### src/rtl/sample_frame_uart.sv
// Snapshots N signed W-bit channels on a decimated sample_clk edge and sends them
// as one 8N1 UART frame: A5, {seq, N-1}, payload (channel 0 first, MSB byte first), XOR.
module sample_frame_uart #(
    parameter int N        = 4,
    parameter int W        = 16,
    parameter int CLK_DIV  = 12,
    parameter int DECIMATE = 1
) (
    input  logic           clk,
    input  logic           rst,
    input  logic           sample_clk,
    input  logic           en,
    input  logic [N*W-1:0] samples,
    output logic           tx_o,
    output logic           busy,
    output logic           overrun,
    output logic [3:0]     frame_seq
);
    localparam int BPC = W / 8;
    localparam int NB  = N * BPC;
    localparam int L   = NB + 3;
    localparam int CW  = $clog2(CLK_DIV);
    localparam int DW  = (DECIMATE > 1) ? $clog2(DECIMATE) : 1;
    localparam int IW  = $clog2(L + 1);
    localparam int PIW = (NB > 1) ? $clog2(NB) : 1;

    typedef enum logic [1:0] {
        S_IDLE,
        S_START,
        S_DATA,
        S_STOP
    } state_t;

    state_t          state_q, state_d;
    logic            sc_q;
    logic [DW-1:0]   dcnt_q, dcnt_d;
    logic [CW-1:0]   bit_cnt_q, bit_cnt_d;
    logic [2:0]      bit_idx_q, bit_idx_d;
    logic [IW-1:0]   byte_idx_q, byte_idx_d;
    logic [7:0]      shift_q, shift_d;
    logic [7:0]      chk_q, chk_d;
    logic [3:0]      seq_q, seq_d;
    logic            started_q, started_d;
    logic            overrun_q, overrun_d;
    logic            tx_q, tx_d;
    logic [7:0]      snap_q [NB];
    logic [7:0]      snap_d [NB];
    logic [7:0]      sample_bytes [NB];

    logic            edge_det, capture, accept, bit_end;
    logic [IW-1:0]   nxt_idx, pay_idx;
    logic [7:0]      next_byte;

    // Reorder the live inputs into transmit order so the frame walks one flat byte array.
    for (genvar c = 0; c < N; c++) begin : g_chan
        for (genvar b = 0; b < BPC; b++) begin : g_byte
            assign sample_bytes[c*BPC + b] = samples[(c*W + (BPC-1-b)*8) +: 8];
        end
    end

    assign edge_det = sample_clk & ~sc_q;
    assign capture  = en & edge_det & (dcnt_q == '0);
    assign accept   = capture & (state_q == S_IDLE);
    assign bit_end  = (bit_cnt_q == CW'(CLK_DIV - 1));
    assign nxt_idx  = byte_idx_q + IW'(1);
    assign pay_idx  = byte_idx_q - IW'(1);

    always_comb begin
        next_byte = chk_q;
        if (nxt_idx == IW'(1)) begin
            next_byte = {seq_q, 4'(N - 1)};
        end else if (nxt_idx != IW'(L - 1)) begin
            next_byte = snap_q[pay_idx[PIW-1:0]];
        end
    end

    always_comb begin
        state_d    = state_q;
        dcnt_d     = dcnt_q;
        bit_cnt_d  = bit_cnt_q;
        bit_idx_d  = bit_idx_q;
        byte_idx_d = byte_idx_q;
        shift_d    = shift_q;
        chk_d      = chk_q;
        seq_d      = seq_q;
        started_d  = started_q;
        overrun_d  = overrun_q;
        snap_d     = snap_q;
        tx_d       = 1'b1;

        if (!en) begin
            dcnt_d = '0;
        end else if (edge_det) begin
            dcnt_d = (dcnt_q == DW'(DECIMATE - 1)) ? '0 : dcnt_q + DW'(1);
        end

        if (capture && (state_q != S_IDLE)) begin
            overrun_d = 1'b1;
        end

        case (state_q)
            S_IDLE: begin
                if (accept) begin
                    state_d    = S_START;
                    snap_d     = sample_bytes;
                    seq_d      = seq_q + 4'd1;
                    started_d  = 1'b1;
                    shift_d    = 8'hA5;
                    chk_d      = 8'h00;
                    byte_idx_d = '0;
                    bit_cnt_d  = '0;
                end
            end
            S_START: begin
                tx_d = 1'b0;
                if (bit_end) begin
                    bit_cnt_d = '0;
                    bit_idx_d = '0;
                    state_d   = S_DATA;
                end else begin
                    bit_cnt_d = bit_cnt_q + CW'(1);
                end
            end
            S_DATA: begin
                tx_d = shift_q[0];
                if (bit_end) begin
                    bit_cnt_d = '0;
                    shift_d   = shift_q >> 1;
                    if (bit_idx_q == 3'd7) begin
                        state_d = S_STOP;
                    end else begin
                        bit_idx_d = bit_idx_q + 3'd1;
                    end
                end else begin
                    bit_cnt_d = bit_cnt_q + CW'(1);
                end
            end
            S_STOP: begin
                tx_d = 1'b1;
                if (bit_end) begin
                    bit_cnt_d = '0;
                    if (byte_idx_q == IW'(L - 1)) begin
                        state_d = S_IDLE;
                    end else begin
                        // Load the next byte straight away so there is no inter-byte gap.
                        state_d    = S_START;
                        byte_idx_d = nxt_idx;
                        shift_d    = next_byte;
                        chk_d      = (nxt_idx == IW'(L - 1)) ? chk_q : (chk_q ^ next_byte);
                    end
                end else begin
                    bit_cnt_d = bit_cnt_q + CW'(1);
                end
            end
            default: state_d = S_IDLE;
        endcase
    end

    always_ff @(posedge clk) begin
        if (rst) begin
            state_q    <= S_IDLE;
            dcnt_q     <= '0;
            bit_cnt_q  <= '0;
            bit_idx_q  <= '0;
            byte_idx_q <= '0;
            shift_q    <= '0;
            chk_q      <= '0;
            seq_q      <= 4'hF;
            started_q  <= 1'b0;
            overrun_q  <= 1'b0;
            tx_q       <= 1'b1;
        end else begin
            state_q    <= state_d;
            dcnt_q     <= dcnt_d;
            bit_cnt_q  <= bit_cnt_d;
            bit_idx_q  <= bit_idx_d;
            byte_idx_q <= byte_idx_d;
            shift_q    <= shift_d;
            chk_q      <= chk_d;
            seq_q      <= seq_d;
            started_q  <= started_d;
            overrun_q  <= overrun_d;
            tx_q       <= tx_d;
        end
    end

    // Edge-detect history and snapshot are pure data and need no reset.
    always_ff @(posedge clk) begin
        sc_q   <= sample_clk;
        snap_q <= snap_d;
    end

    assign tx_o      = tx_q;
    assign busy      = (state_q != S_IDLE);
    assign overrun   = overrun_q;
    assign frame_seq = started_q ? seq_q : 4'h0;

endmodule
### config.mk
export PLATFORM = sky130hd
export DESIGN_NAME = sample_frame_uart
export DESIGN_NICKNAME = d
export VERILOG_FILES = /design/src/rtl/sample_frame_uart.sv
export SDC_FILE = /design/constraint.sdc
export NUM_CORES = 1
export LEC_CHECK = 0
export CELL_PAD_IN_SITES_DETAIL_PLACEMENT = 2
export CELL_PAD_IN_SITES_GLOBAL_PLACEMENT = 2
export CORE_UTILIZATION = 36
export CTS_CLUSTER_DIAMETER = 150
export DETAILED_ROUTE_END_ITERATION = 7
export PLACE_DENSITY_LB_ADDON = 0.12
export SLEW_MARGIN = 0
export SYNTH_ARGS = -nofsm -noshare
export SYNTH_HDL_FRONTEND = slang
export SYNTH_SLANG_ARGS = --single-unit
### constraint.sdc
create_clock -name clk -period 4 [get_ports clk]
set_input_delay 0.8 -clock clk [delete_from_list [all_inputs] [get_ports clk]]
set_output_delay 0.8 -clock clk [all_outputs]
set_load 0.01 [all_outputs]
Word-level counts from Yosys, hierarchy flattened
Cells that the tools add are included.
W data, S select, Z words.
- register bits after elaboration: 102
- input bits: 68
- word-level logic and storage cells: 102
- $add $sub $neg: 6
- order comparisons: 1
- equal/unequal tests: 17
- mux-type cells: 35
- bitwise gates (word level): 9
- reductions and logical operators: 14
- operators with widths (operator ; count):
    $mux W8 ; 12
    $bmux W8 S3 ; 1
    $pmux W8 S3 ; 1
    $mux W4 ; 5
    $ne A2 B2 Y1 const B ; 8
    $pmux W4 S2 ; 2
    $pmux W8 S2 ; 1
    $reduce_and A5 Y1 ; 3
    $add A4 B1 Y4 const B ; 3
    $eq A4 B4 Y1 const B ; 3
    $mux W2 ; 5
    $mux W3 ; 3
    $pmux W2 S4 ; 1
    $reduce_and A4 Y1 ; 2
    $xor A8 B8 Y8 ; 1
    $pmux W3 S2 ; 1
    $reduce_bool A2 Y1 ; 3
    $and A1 B1 Y1 ; 4
    $eq A2 B2 Y1 const B ; 2
    $eq A4 B1 Y1 const B ; 1
    $ge A4 B4 Y1 const B ; 1
    $ne A4 B4 Y1 const B ; 1
    $not A3 Y4 ; 1
    $add A3 B1 Y3 const B ; 1
    other kinds (13) ; 16

Logic depth before layout (Yosys ltp)
Gate-level depths: netlist of run 1.
- depth after elaboration: 12
- gate-level depth with buffers: 10
- mapped depth without buffers: 8

Worst setup path before layout of run 1
No wires, ideal clock.
- path kind: input to register
- start: input en
- end: register seq_q[2]
- data arrival time: 3.123 ns
- data required time: 3.929 ns
- path slack: 0.806 ns
- cell stages on the path: 5
- path buffers: 0
- path through: nand3b_1 or2_2 clkinv_1 and3_1 o21bai_1
- cells in the longest elaborated chain, start to end: 4
- RTL lines (what ; RTL line ; source):
    start: declaration ; 12 ; input logic en,
    $and A1 B1 Y1 (2 in series) ; 62 ; assign capture = en & edge_det & (dcnt_q == '0);
    $and A1 B1 Y1 ; 63 ; assign accept = capture & (state_q == S_IDLE);
    $reduce_and A2 Y1 (no line) ; n/a ;
    end signal: assignment ; 180 ; seq_q <= seq_d;
    end: declaration ; 42 ; logic [3:0] seq_q, seq_d;
No other way between the ends.
A chain may end at the register's enable or synchronous reset.

Worst setup path after layout of run 1
- start: register byte_idx_q[0]
- end: register shift_q[3]
- cells in the longest elaborated chain, start to end: 10
- elaborated cells on any way between the ends: 16
- those cells by class: add/sub: 2; eq/ne: 4; mux: 8; bitwise: 1; reduce/logical: 1
- RTL lines (what ; RTL line ; source):
    start: declaration ; 39 ; logic [IW-1:0] byte_idx_q, byte_idx_d;
    start signal: assignment ; 177 ; byte_idx_q <= byte_idx_d;
    $sub A3 B1 Y3 ; 66 ; assign pay_idx = byte_idx_q - IW'(1);
    $not A3 Y4 (not written as such) ; 73 ; next_byte = snap_q[pay_idx[PIW-1:0]];
    $bmux W8 S3 ; 73 ;
    $mux W8 (not written as such) (2 in series) ; 73 ;
    $mux W8 ; 72 ; end else if (nxt_idx != IW'(L - 1)) begin
    $mux W8 ; 70 ; if (nxt_idx == IW'(1)) begin
    $mux W8 ; 142 ; if (byte_idx_q == IW'(L - 1)) begin
    $mux W8 ; 140 ; if (bit_end) begin
    $pmux W8 S3 ; 101 ; case (state_q)
    end signal: assignment ; 178 ; shift_q <= shift_d;
    end: declaration ; 40 ; logic [7:0] shift_q, shift_d;
Parallel ways exist; a longest one is shown, timed or not. The select of a mux whose other input is x is not followed.

==> metrics, run 1 <==
Int Pwr 1.89 mW; number of global-route vias before repair 3,662; fillers 1,207; Slew Limit Headroom 39.5%; drt wl/cell 19.1 µm; fraction of layout cells with a size suffix above 1 ~8.4%; RSZ-0062 raised after global routing false; fin cells between 600 and 700; Routed Antenna Nets 0; mapped cell area between 4000 and 5000 µm²; post-synth cell types 56; DPL Wire Length 8.59 mm; critical path launch point byte_idx_q[0]$_SDFFE_PP0P_; routability cong. 0.782; hold path start bit_idx_q[1]$_SDFFE_PP0P_; vias post-DR about 3.3k; Post-CTS Setup Bufs 0; Max Slew Vio Count 0; Place WS 0.771 ns; placed insts 604; largest net degree at the start of global routing 65; I/O pin total 75; Worst setup EP type flip-flop; grt total ovfl 0; final WL 11.8 mm; CTS tree done; CP Data Required Time 4.20 ns; Iter 0 DRT Violations 98; # hold bufs at CTS 0; Setup violations, final 0; first-pass GRT wire length approximately 20 mm; # port buffers 74; Synth async-reset ratio 0%; sw power 0.781 mW; synthesized flop and latch total 101; Sw Share between 20% and 30%; Startpoint Class flip-flop; DIE AREA about 13,000 µm²; diode count 0; crit-path max cell delay 0.62 ns; Pwr Density 460 nW/µm²; clk_lat worst skew roughly 0.36 ns; Worst R2R Start byte_idx_q[0]$_SDFFE_PP0P_; # nets final 529; Ys Warns 0; final worst setup slack between 1 and 1.5 ns; Worst path slowest cell mux4_1; CP Max Fanout 9; Final min period about 2.9 ns; crit path kind reg -> reg; worst ir drop on vdd 0.326 mV; Worst Hold Class reg -> reg; Clock power frac 32.2%; Num Clock Sinks 101; total nets after synthesis ~460; Top FF cell, synth edfxtp_1; total of max-cap violations 0; Root Buffer clkbuf_16; Post-synth EDFFs 64; Initial Util 37.6%; area delta synth->final 26.0%; Resized Gates After CTS 0; initial antenna violation count 0; Worst-Margin Slew 0.901 ns; Clock H-tree levels 3; 1st-pass router iterations 4; CP Data Arrival Time around 3.1 ns; clk buf depth 2; Hold WS between 0.4 and 0.5 ns; Fmax 343 MHz; Setup Skew between 0.005 and 0.006 ns; vias per inst 5.35; Leak about 2.1 nW; syn_area_per_cell roughly 12 µm²; all-layer global routing usage 19.8%; final design utilization 47.4%; Die Width 115 µm; critical-path cell list clkinv_1, ha_1, xor2_2, mux4_1, mux2i_1, nand2_1, o2111ai_1, a311oi_1; cell count after synthesis 376; residual DRC count 0; Setup TNS 0 ns; fin crit share between 70% and 80%; CTS clk-pin slew, worst paths about 0.070 ns; core footprint between 10,000 and 15,000 µm²; std cell rows 40; Seq/Total Area, Yosys 57.7%; sequential share of power about 48%; status complete, no violations; final hold vios 0; Logic pwr share approximately a fifth; total CTS buffers 9; Die H 115 µm
logic make-up after synthesis:
group | after synthesis | share of synthesized area [%]
adders and majority gates | 14 | 3.80
muxes | 27 | 9.57
buffers and inverters | 32 | 3.01
and+or+nand+nor | 113 | 12.6
DFF | 101 | 57.7
xor gates and xnor gates | 3 | 0.732
AOI/OAI and AO/OA | 86 | 12.6
cells in the final DEF, fill, tap and decap left out, types with 4 or more instances in the layout:
cell type and count:
a21o_1 7, a21oi_1 23, a311oi_1 7, a31oi_1 4, and2_1 6, buf_4 4, clkbuf_16 9, clkdlybuf4s50_1 74
dfxtp_1 37, edfxtp_1 64, ha_1 14, inv_1 11, mux2i_1 13, mux4_1 5, mux4_2 7, nand2_1 25
nand3_1 4, nand3b_1 8, nand4_1 8, nor2_1 33, nor3_1 8, o21ai_0 15
power groups by stage:
stage / registers, mW / logic (mW) / clock network, mW
6_report: 1.28 / 0.534 / 0.862
5_1_grt: 1.29 / 0.592 / 0.925
4_1_cts: 1.28 / 0.545 / 0.894
3_5_place_dp: 1.30 / 0.542 / 0
3_3_place_gp: 1.29 / 0.518 / 0
2_1_floorplan: 1.29 / 0.333 / 0
metal layers:
layer / up-vias / share of wire (%) / global-route usage (%)
li1: 1578 / - / -
met1: 1651 / 42 / 23.6
met2: 65 / 52 / 34.5
met3: 22 / 3.2 / 4.32
met4: 0 / 2.5 / 8.40
met5: - / 0 / 0
final cells by class:
cell class	instances	area, µm²	share of cell area, %
clock buffer	10	229	3.94
clock inverter	6	57.6	0.991
inverter	13	48.8	0.840
multi-input combinational	243	1810	31.2
sequential	101	2660	45.8
tap	168	210	3.62
timing repair buffer	79	791	13.6
path summary, 6_finish.rpt:
kind | to | slack (ns) | depth (start not counted)
setup reg to reg | shift_q[3]$_SDFFE_PP0P_ | 1.08 | 8
hold reg to reg | bit_idx_q[1]$_SDFFE_PP0P_ | 0.46 | 2
setup / recovery | shift_q[3]$_SDFFE_PP0P_ | 1.08 | 8
hold / removal | bit_idx_q[1]$_SDFFE_PP0P_ | 0.46 | 2
cell usage after synthesis (all sizes together) (3+ instances only):
cell type	instances	share of area [%]
mux2i	13	2.8
buf	10	1.2
inv	11	0.90
a21oi	23	2.5
a221oi	3	0.57
nand3	4	0.43
a211oi	3	0.49
nor2b	3	0.41
a21o	7	1.1
dfxtp	37	16
nor2	33	2.7
edfxtp	64	42
mux4	12	6.3
a311oi	7	1.3
nand4	8	1.1
nor3b	3	0.49
nor4	3	0.41
a31oi	5	0.81
a211o	3	0.57
nand3b	8	1.3
clkbuf	9	0.73
o221ai	3	0.57
ha	14	3.8
nand2	25	2.0
nor3	8	0.87
o21ai	15	1.6
and2	6	0.81
flip-flops by register name, summed over array words and instances (netlist names):
| signal | count |
|---|---|
| bit_idx_q | 3 |
| byte_idx_q | 4 |
| state_q | 2 |
| seq_q | 4 |
| bit_cnt_q | 4 |
| snap_q | 64 |
| overrun | 1 |
| shift_q | 8 |
| started_q | 1 |
| chk_q | 8 |
| sc_q | 1 |
| tx_o | 1 |
per-stage QoR:
step / total power [mW] / area (µm²)
4_1_cts: 2.72 / 5810
5_1_grt: 2.81 / 5810
6_report: 2.67 / 5810
3_3_place_gp: 1.81 / 5520
2_1_floorplan: 1.62 / 4610
3_5_place_dp: 1.84 / 5520
worst max-delay path, delay by kind of cell (launching register included):
family          cells  cell delay, ns
mux                 2            0.90
xor+xnor            1            0.46
fa+ha+maj           1            0.36
flops               1            0.34
buf+inv             1            0.30
compound gates      2            0.26
simple gates        1            0.14
Power figures use the tool's default switching activity.
==> inputs of run 2 (changes only) <==
clock period = 2.8 ns   (was 4 ns; I/O delays follow)
==> run 2 against run 1 <==
Against the previous run:
- clock skew about the same
- sequential share of layout area down 0.91 points
- total power increased by 44%
- via count rose by 2.0%
- critical endpoint unchanged
- largest cell class unchanged
- highest routed layer unchanged
==> metrics, run 2 (same netlist as run 1, synthesis figures left out) <==
std cell rows 40 (unchanged); RR Endpoint shift_q[3]$_SDFFE_PP0P_; Setup TNS 0 ns (unchanged); Max Slew Vio Count 0 (unchanged); Worst R2R Start byte_idx_q[0]$_SDFFE_PP0P_; final worst setup slack 0.224 ns (-0.860 ns); most frequent cells in the layout clkdlybuf4s50_1 (74), edfxtp_1 (64), dfxtp_1 (37); worst hold path depth 2 (unchanged); Die H 115 µm (unchanged); total CTS buffers 9 (unchanged); initial antenna violation count 0 (unchanged); busiest grt layer met2; I/O pin total 75 (unchanged); drt wl/cell 18.9 µm (-0.90%); status complete, no violations; CP Data Arrival Time 2.81 ns (-0.30 ns); RSZ-0062 raised after global routing false; Place WS 0.178 ns (-0.593 ns); Reg2Reg Depth 9 (+1); Largest register FFs 64 (unchanged); Resized Gates After CTS 0 (unchanged); area delta synth->final 28.5%; number of global-route vias before repair 3,745 (+2.3%); # nets final 545 (+3.0%); clk buf depth 2 (unchanged); hold path start bit_idx_q[1]$_SDFFE_PP0P_; CTS clk-pin slew, worst paths 0.07 ns (about the same); Worst R2R Setup Slack 0.22 ns (-0.86 ns); Routed Antenna Nets 0 (unchanged); total of max-cap violations 0 (unchanged); DIE AREA 13,300 µm² (unchanged); Worst Hold Path EP bit_idx_q[1]$_SDFFE_PP0P_; sw power 1.11 mW (+42%); CTS tree done; Pwr Density 648 nW/µm² (+41%); DPL Wire Length 8.93 mm (+3.9%); vias post-DR 3,381 (+2.0%); GR Layer Usage met3 5.43% (+1.1 points); Clock H-tree levels 3 (unchanged); Iter 0 DRT Violations 95 (-3.1%); Setup violations, final 0 (unchanged); diode count 0 (unchanged); Initial Util 37.6% (unchanged); Fmax 388 MHz (+13%); Startpoint Class flip-flop; Slew Limit Headroom 64.2% (+25 points); Num Clock Sinks 101 (unchanged); core footprint 12,300 µm² (unchanged); Global Route met2 Usage 34.9% (+0.40 points); Clock power frac 31.2% (-1.0 points); Setup Skew 0.00603 ns (+0.000125 ns); largest registers snap_q (64), chk_q (8), shift_q (8); vias per inst 5.32 (-0.60%); Die Width 115 µm (unchanged); routability cong. 0.796 (+1.8%); Reg with most FFs snap_q; Int Pwr 2.73 mW (+44%); Sw Share 28.9% (-0.25 points); Leak 2.13 nW (+3.7%); Worst setup EP type flip-flop; CP Max Fanout 6 (-3); first-pass GRT wire length 19.6 mm (+0.88%); GRT met1 Usage 24.1% (+0.45 points); Worst-Margin Slew 0.537 ns (-0.364 ns); sequential share of power 47.4% (-0.4 points); worst ir drop on vdd 0.704 mV (+120%); residual DRC count 0 (unchanged); Logic pwr share 21.4% (+1.4 points); final hold vios 0 (unchanged); CP Data Required Time 3.03 ns (-1.17 ns); commonest non-fill, non-tap cell in the layout clkdlybuf4s50_1; 1st-pass router iterations 4 (unchanged); grt total ovfl 0 (unchanged); Root Buffer clkbuf_16; Post-CTS Setup Bufs 0 (unchanged); # port buffers 74 (unchanged); fillers 1,224 (+1.4%); fraction of layout cells with a size suffix above 1 11.5% (+3.1 points); final WL 12.0 mm (+1.7%); # hold bufs at CTS 0 (unchanged); all-layer global routing usage 20.0% (+0.21 points); Final min period 2.58 ns (-0.340 ns); largest net degree at the start of global routing 39 (-40%); crit path kind reg -> reg; Worst Hold Class reg -> reg; fin crit share 92.0% (+19 points); clk_lat worst skew 0.36 ns (about the same)
[run 2: cell count changes in the layout (fill, tap and decap cells not counted)]
cell,delta
inv_6,-2
inv_2,-1
clkinvlp_4,+1
clkinv_2,+1
buf_4,+16
clkinv_4,+2
clkbuf_1,-1
inv_8,-1
clkinv_1,+1
[run 2: stage by stage]
stage	hold slack, ns	util [%]	instance area (µm²)	instances	power, mW
6_report	0.463	48.3	5930	636	3.84
4_1_cts	0.469	48.3	5930	636	3.91
2_1_floorplan	0.431	-	4610	376	2.31
3_5_place_dp	0.459	46.0	5650	620	2.69
5_1_grt	0.488	48.3	5930	636	4.05
3_3_place_gp	0.444	46.0	5650	620	2.63
[run 2: critical path, cell delays in order (launching register included)]
cell and delay (ns):
dfxtp_1 0.34, clkinv_1 0.08, ha_1 0.23, xor2_2 0.35, buf_4 0.23, mux4_1 0.55
mux2i_1 0.27, nand2_1 0.13, o2111ai_1 0.14, a311oi_1 0.12
[run 2: cell type report]
type                    instances  area, µm²  share of cell area (%)
flip-flops and latches        101       2660                    44.9
multi-input cells             243       1810                    30.6
repair buffers                 95        911                    15.4
clock buffers                   9        225                    3.80
well taps                     168        210                    3.55
clock inverters                 7       57.6                   0.971
inverters                      13       50.0                   0.844
[run 2: worst max path at each step]
stage,to,cells after the start,slack [ns],startpoint
detailed placement,shift_q[3]$_SDFFE_PP0P_,9,0.18,byte_idx_q[0]$_SDFFE_PP0P_
finish,shift_q[3]$_SDFFE_PP0P_,9,0.22,byte_idx_q[0]$_SDFFE_PP0P_
global placement,shift_q[5]$_SDFFE_PP0P_,7,0.29,sample_clk
CTS,shift_q[3]$_SDFFE_PP0P_,9,0.14,byte_idx_q[0]$_SDFFE_PP0P_
global route,chk_q[1]$_SDFFE_PP0P_,10,0.04,byte_idx_q[0]$_SDFFE_PP0P_
floorplan,shift_q[3]$_SDFFE_PP0P_,10,0.1,byte_idx_q[0]$_SDFFE_PP0P_
[run 2: power by group through the flow]
stage	registers [mW]	logic [mW]	clock network, mW
after floorplan	1.83	0.476	0
after global placement	1.85	0.789	0
after detailed placement	1.85	0.833	0
after CTS	1.82	0.838	1.25
after global routing	1.84	0.918	1.29
final	1.82	0.822	1.20
[run 2: metal layers]
layer	routed length [µm]	part of all wire [%]
met5	0	0
met4	199	1.7
met3	411	3.4
met2	6260	52
met1	5160	43
